===== config.mk =====
export PLATFORM = sky130hd
export DESIGN_NAME = gcd_seq_ctrl
export DESIGN_NICKNAME = d
export VERILOG_FILES = /design/src/rtl/gcd_pkg.sv /design/src/rtl/gcd_key_sync.sv /design/src/rtl/gcd_seq_ctrl.sv
export SDC_FILE = /design/constraint.sdc
export NUM_CORES = 1
export LEC_CHECK = 0
export ABC_AREA = 1
export BUFFER_PORTS_ARGS = -buffer_cell sky130_fd_sc_hd__buf_2
export CAP_MARGIN = 20
export CORE_MARGIN = 8
export CORE_UTILIZATION = 31
export CTS_BUF_LIST = sky130_fd_sc_hd__clkbuf_2
export CTS_CLUSTER_SIZE = 28
export DETAILED_ROUTE_END_ITERATION = 16
export GPL_TIMING_DRIVEN = 0
export HOLD_SLACK_MARGIN = 0.12
export PLACE_DENSITY_LB_ADDON = 0.05
export SETUP_SLACK_MARGIN = 0.4
export SYNTH_ARGS = -nofsm -noshare
export SYNTH_HDL_FRONTEND = slang
export SYNTH_SLANG_ARGS = --single-unit
export TNS_END_PERCENT = 30

===== constraint.sdc =====
create_clock -name CLOCK_50 -period 1.75 [get_ports CLOCK_50]
set_input_delay 0.2625 -clock CLOCK_50 [delete_from_list [all_inputs] [get_ports CLOCK_50]]
set_output_delay 0.2625 -clock CLOCK_50 [all_outputs]
set_load 0.005 [all_outputs]

===== src/rtl/gcd_pkg.sv =====
// Shared types and sizing for the gcd4 sequencing controller.
package gcd_pkg;

    localparam int GCD_WIDTH   = 4;
    localparam int GCD_ITER_W  = GCD_WIDTH + 1;
    localparam int SYNC_STAGES = 2;

    typedef enum logic [1:0] {
        IDLE = 2'd0,
        CALC = 2'd1,
        DONE = 2'd2
    } gcd_state_e;

endpackage


===== src/rtl/gcd_key_sync.sv =====
// KEY synchronizer and falling-edge detector; press_o is a one-cycle registered pulse.
module gcd_key_sync
    import gcd_pkg::*;
(
    input  logic CLOCK_50,
    input  logic RESET_N,
    input  logic key_n_i,
    output logic press_o
);

    logic [SYNC_STAGES-1:0] sync_q;
    logic                   prev_q;
    logic                   key_s;

    assign key_s = sync_q[SYNC_STAGES-1];

    // Flops reset to the released level so leaving reset never looks like a press.
    always_ff @(posedge CLOCK_50) begin
        if (!RESET_N) begin
            sync_q  <= '1;
            prev_q  <= 1'b1;
            press_o <= 1'b0;
        end else begin
            sync_q  <= {sync_q[SYNC_STAGES-2:0], key_n_i};
            prev_q  <= key_s;
            press_o <= prev_q & ~key_s;
        end
    end

endmodule


===== src/rtl/gcd_seq_ctrl.sv =====
// GCD by repeated subtraction with IDLE/CALC/DONE sequencing and registered outputs.
// Define GCD_KEY_SYNC_EN to treat start_i as a raw active-low KEY pin.
module gcd_seq_ctrl
    import gcd_pkg::*;
#(
    parameter int WIDTH  = GCD_WIDTH,
    parameter int ITER_W = WIDTH + 1
) (
    input  logic              CLOCK_50,
    input  logic              RESET_N,
    input  logic              start_i,
    input  logic              ack_i,
    input  logic [WIDTH-1:0]  a_i,
    input  logic [WIDTH-1:0]  b_i,
    output logic              busy_o,
    output logic              done_o,
    output logic              err_o,
    output logic [WIDTH-1:0]  result_o,
    output logic [ITER_W-1:0] iter_o
);

    gcd_state_e       state;
    logic [WIDTH-1:0] a_r, b_r;
    logic             start_evt;

`ifdef GCD_KEY_SYNC_EN
    gcd_key_sync u_key_sync (
        .CLOCK_50 (CLOCK_50),
        .RESET_N  (RESET_N),
        .key_n_i  (start_i),
        .press_o  (start_evt)
    );
`else
    assign start_evt = start_i;
`endif

    always_ff @(posedge CLOCK_50) begin
        if (!RESET_N) begin
            state    <= IDLE;
            a_r      <= '0;
            b_r      <= '0;
            busy_o   <= 1'b0;
            done_o   <= 1'b0;
            err_o    <= 1'b0;
            result_o <= '0;
            iter_o   <= '0;
        end else begin
            unique case (state)
                IDLE, DONE: begin
                    // Start takes priority over ack so a restart from DONE is never lost.
                    if (start_evt) begin
                        a_r    <= a_i;
                        b_r    <= b_i;
                        iter_o <= '0;
                        err_o  <= 1'b0;
                        if (a_i == '0 || b_i == '0) begin
                            result_o <= a_i | b_i;
                            err_o    <= ((a_i | b_i) == '0);
                            state    <= DONE;
                            busy_o   <= 1'b0;
                            done_o   <= 1'b1;
                        end else begin
                            result_o <= '0;
                            state    <= CALC;
                            busy_o   <= 1'b1;
                            done_o   <= 1'b0;
                        end
                    end else if (state == DONE && ack_i) begin
                        state    <= IDLE;
                        done_o   <= 1'b0;
                        err_o    <= 1'b0;
                        result_o <= '0;
                        iter_o   <= '0;
                    end
                end
                CALC: begin
                    if (a_r == b_r) begin
                        result_o <= a_r;
                        state    <= DONE;
                        busy_o   <= 1'b0;
                        done_o   <= 1'b1;
                    end else begin
                        if (a_r > b_r) a_r <= a_r - b_r;
                        else           b_r <= b_r - a_r;
                        if (iter_o != {ITER_W{1'b1}}) iter_o <= iter_o + ITER_W'(1);
                    end
                end
                default: begin
                    state  <= IDLE;
                    busy_o <= 1'b0;
                    done_o <= 1'b0;
                end
            endcase
        end
    end

endmodule


# Yosys cells after proc, flatten, opt, wreduce, memory -nomap -nowiden
# Index checks and enable logic that the tools add are counted.
# totals
output_inout_bits	12
reg_bits	22
input_bits	12
word_cells	74
# classes
n_lt_le_gt_ge	1
n_eq_ne	11
add_sub_neg	3
muxes	34
bitwise	1
n_reduce_logical	16
# op_table
cell	count
2-to-1 mux 4 bit	10
one-hot mux 4 bit (2 select lines)	3
2-to-1 mux 5 bit	4
zero test 4 bit	3
!= test 2 bit, second input constant	6
AND reduction 4 bit	3
one-hot mux 5 bit (2 select lines)	1
2-to-1 mux 1 bit	9
2-to-1 mux 2 bit	4
subtractor 4 bit	2
AND reduction 2 bit	3
adder 5 x 1 -> 5 bit, second input constant	1
!= test 5 bit, second input constant	1
equality test 4 bit	1
> comparator 4 bit	1
bitwise OR 4 bit	1
one-hot mux 1 bit (2 select lines)	2
one-hot mux 2 bit (2 select lines)	1
nonzero test 2 bit	2
!= test 3 bit, second input constant	1
AND reduction 3 bit	1
equality test 2 x 1 -> 1 bit, second input constant	1
equality test 2 bit, second input constant	1
zero test 2 bit	1
3 further kinds	3

# Logic depth before layout (Yosys ltp)
# logic_depth
ltp_word	5
depth_mapped	11
ltp_nobuf	11

# Worst setup path before layout
# Ideal clock, no wire load.
# synth_timing
path_type	register to register
from	reg a_r[1]
to	reg iter_o[0]
t_required_ps	1681
slack_ps	167
stages_incl_launch_ff	9
n_path_buf	0
arrival_time_ps	1514
setup_ps	69
period_less_slack_ps	1583
cell_sequence	dfxtp_1 inv_1 ha_1 nand2_4 nor2_4 nor2_4 nand2_4 or2_1 a21oi_2
# synth_between
elab_chain_len	3
# synth_rtl
element	line_no	source
from (decl)	gcd_seq_ctrl.sv:23	logic [WIDTH-1:0] a_r, b_r;
from (signal assigned)	gcd_seq_ctrl.sv:52	a_r <= a_i;
from (signal assigned)	gcd_seq_ctrl.sv:83	if (a_r > b_r) a_r <= a_r - b_r;
equality test 4 bit	gcd_seq_ctrl.sv:77	if (a_r == b_r) begin
!= test 2 bit (no line)	-	
AND reduction 4 bit (no line)	-	
to (signal assigned)	gcd_seq_ctrl.sv:85	if (iter_o != {ITER_W{1'b1}}) iter_o <= iter_o + ITER_W'(1);
to (decl)	gcd_seq_ctrl.sv:19	output logic [ITER_W-1:0] iter_o
# No other way between the ends.
# A chain may end at the register's enable or synchronous reset.

# Final worst setup path
# layout_timing
from	reg a_r[0]
to	reg a_r[3]
# layout_between
elab_chain_len	4
word_cells_on_any_way	9
classes_between	1 x add/sub; 1 x order compare; 3 x eq/ne; 3 x mux; 1 x reduce/logical
# layout_rtl
element	line_no	source
subtractor 4 bit	gcd_seq_ctrl.sv:83	
2-to-1 mux 4 bit	gcd_seq_ctrl.sv:83	
2-to-1 mux 4 bit	gcd_seq_ctrl.sv:77	
one-hot mux 4 bit (2 select lines)	gcd_seq_ctrl.sv:48	unique case (state)
# Parallel ways exist; a longest one is shown, timed or not. The select of a mux whose other input is x is not followed.

==> results.cfg <==
[sta]
max_freq_mhz = 607
hold_viol_final = 0
worst_pin_slew_ns = 0.530
setup_viol = 0
period_share_pct = 94.1
skew_ns = 0.00819
fin_ws_ns = 0.103
fin_setup_tns_ns = 0
rsz0062_at_grt = yes
period_needed_ns = 1.65
maxSlewViolCount = 0
slew_headroom_pct = 64.7

[cts]
tritoncts = done
hold_buffers = 0
clock_path_buffers = 2
htreeDepth = 1
clk_latency_ns = 0.35
cts.sinks = 21
path_clk_slew_ns = 0.24
cts-root-buf = clkbuf_2
cts-buffers-inserted = 3

[synthesis]
synth-compound-area-share_pct = 15.7
synth.area.mux_share_pct = 0
syn_inst = 198
netlist_area_mm2 = 0.00143
syn_avg_cell_area_um2 = 7.21
synth_xor_area_share_pct = 1.84
yosysSeqAreaShare_pct = 29.4
synth_cell_types = 32
yosysWarnings = 0
synth-seq-cells = 21
synth_top_family_by_area = simple AND/OR/NAND/NOR gates
yosys.area_share.simple_pct = 33.8
synthAdderAreaFrac_pct = 10.7
synth_nets = 221

[setup_path]
rrSetupSlack_ns = 0.10
reg2reg_depth = 11
setup.worst_path.start_class = flop
endpoint_kind = flop
critPathKind = reg2reg
cp_max_fo = 5
required_ns = 2.04
arrival_ns = 1.94

[placement]
dp_hpwl_um = 3210
port_buffers = 23
dp_slack_ns = 0.0269
gp_congestion = 0.805
placed_cells = 273
placed_cell_area_mm2 = 0.00164

[drt]
drtIter0Drc = 67
finalWirelength_um = 4220
first_pass_iters = 4
drc_errors = 0
via_per_inst = 5.09
drtAntennaViolNets = 0
wl_per_cell_um = 14.9
vias = 1436

[floorplanning]
fp.dieH_um = 83.9
core_area_mm2 = 0.00438
die-area_mm2 = 0.00703
rows = 24
initial_core_util_pct = 32.6
die_x_um = 83.9
io_pins = 24

[power]
switching_share_pct = 45.2
irDropWorstVdd_mv = 0.411
p_leak_nw = 0.793
total_power_w = 0.00195
switchingPower_w = 0.000882
power_frac_clock_pct = 11.6
p_seq_share_pct = 31.7
p_int_w = 0.00107
p_per_area_mw_per_mm2 = 1090
combPwrFrac_pct = 56.7

[final_layout]
drive_above_1_share_pct = 35.2
stdcell_count = 282
syn_to_final_growth_pct = 25.5
postLayoutCellArea_mm2 = 0.00179
antenna_cells = 0
final_common_cell = nand2_1
fin_nets = 254
final_cell_mix = 29 x nand2_1, 25 x nor2_1, 24 x buf_2

[worst_hold_path]
min_path_type = in2reg
hold_depth = 3

[global_routing]
grt_max_degree = 13
grt_pass1_wl_um = 7040
grt_usage_pct = 12.1
grt-ovfl-total = 0
grt_pass1_vias = 1417
grt_antenna_before_repair = 0

[job]
maxCapViolations = 0

[status]
outcome = completed
## stage by stage
| step | utilization [%] | hold WS (ns) |
|---|---|---|
| final | 40.9 | 0.146 |
| after global routing | 40.9 | 0.124 |
| after global placement | 37.4 | 0.452 |
| after CTS | 38.8 | 0.123 |
| after floorplan | - | 0.401 |
| after detailed placement | 37.4 | 0.459 |
## synthesized netlist by cell type, drive strengths merged
library cell / n / area share, %
nand2: 44 / 16
nor2: 29 / 9.4
inv: 22 / 6.0
dfxtp: 21 / 29
o21ai: 20 / 7.3
a21oi: 18 / 6.8
nand3: 14 / 4.9
ha: 9 / 7.9
buf: 3 / 1.7
nand4: 3 / 1.3
or2: 3 / 1.3
clkinv: 2 / 0.61
fa: 2 / 2.8
xnor2: 2 / 1.2
a22oi: 1 / 0.53
clkbuf: 1 / 0.26
nor4: 1 / 0.44
o211ai: 1 / 0.53
o21a: 1 / 0.53
xor2: 1 / 0.61
## layout make-up
class | count | area [um2]
Fill cell | 471 | 2590
Multi-Input combinational cell | 149 | 992
Sequential cell | 21 | 433
Timing Repair Buffer | 28 | 153
Inverter | 24 | 101
Tap cell | 52 | 65.1
Buffer | 4 | 27.5
Clock buffer | 3 | 15.0
Clock inverter | 1 | 5.00
## state kept, by name (all words and copies together) (netlist names)
name / cells
a_r: 4
b_r: 4
busy_o: 1
err_o: 1
iter_o: 5
result_o: 4
state: 2
## worst paths after layout
path	from	to
hold / removal	RESET_N	b_r[1]$_SDFFE_PN0P_
setup reg to reg	a_r[0]$_SDFFE_PN0P_	a_r[3]$_SDFFE_PN0P_
setup / recovery	a_r[0]$_SDFFE_PN0P_	a_r[3]$_SDFFE_PN0P_
hold reg to reg	err_o$_SDFFE_PN0P_	err_o$_SDFFE_PN0P_
## power by group through the flow
stage | Combinational [W] | Clock (W) | Sequential (W)
finish | 0.00111 | 0.000227 | 0.000617
global route | 0.00123 | 0.000260 | 0.000630
CTS | 0.00100 | 0.000243 | 0.000616
detailed placement | 0.000933 | 0 | 0.000629
global placement | 0.000923 | 0 | 0.000625
floorplan | 0.000705 | 0 | 0.000619
## logic make-up after synthesis
family,count (synthesis)
DFF,21
buffers and inverters,28
adders and majority gates,11
xor gates and xnor gates,3
and+or+nand+nor,94
AOI/OAI and AO/OA,41
## timing repair
item                       CTS  global route
resized for setup            8            17
pin swaps                    8             6
setup endpoints to repair   19            19
buffers inserted             3             2
## worst max-delay path: stages, from the launching register on
cell and delay (ns):
dfxtp_2 0.39, inv_2 0.08, ha_4 0.12, inv_2 0.04, fa_2 0.36, nand3_2 0.08, nand2_2 0.06, nand2_4 0.13
nand2_8 0.10, inv_8 0.08, nand2_2 0.05, a21oi_2 0.11
## per-layer routing
layer / global-route usage, % / vias up / routed length (um)
li1: - / 709 / -
met1: 14.7 / 686 / 1950
met2: 20.3 / 34 / 1970
met3: 3.03 / 7 / 248
met4: 3.30 / 0 / 48
met5: 0 / - / 0
(Power assumes the default switching activity.)
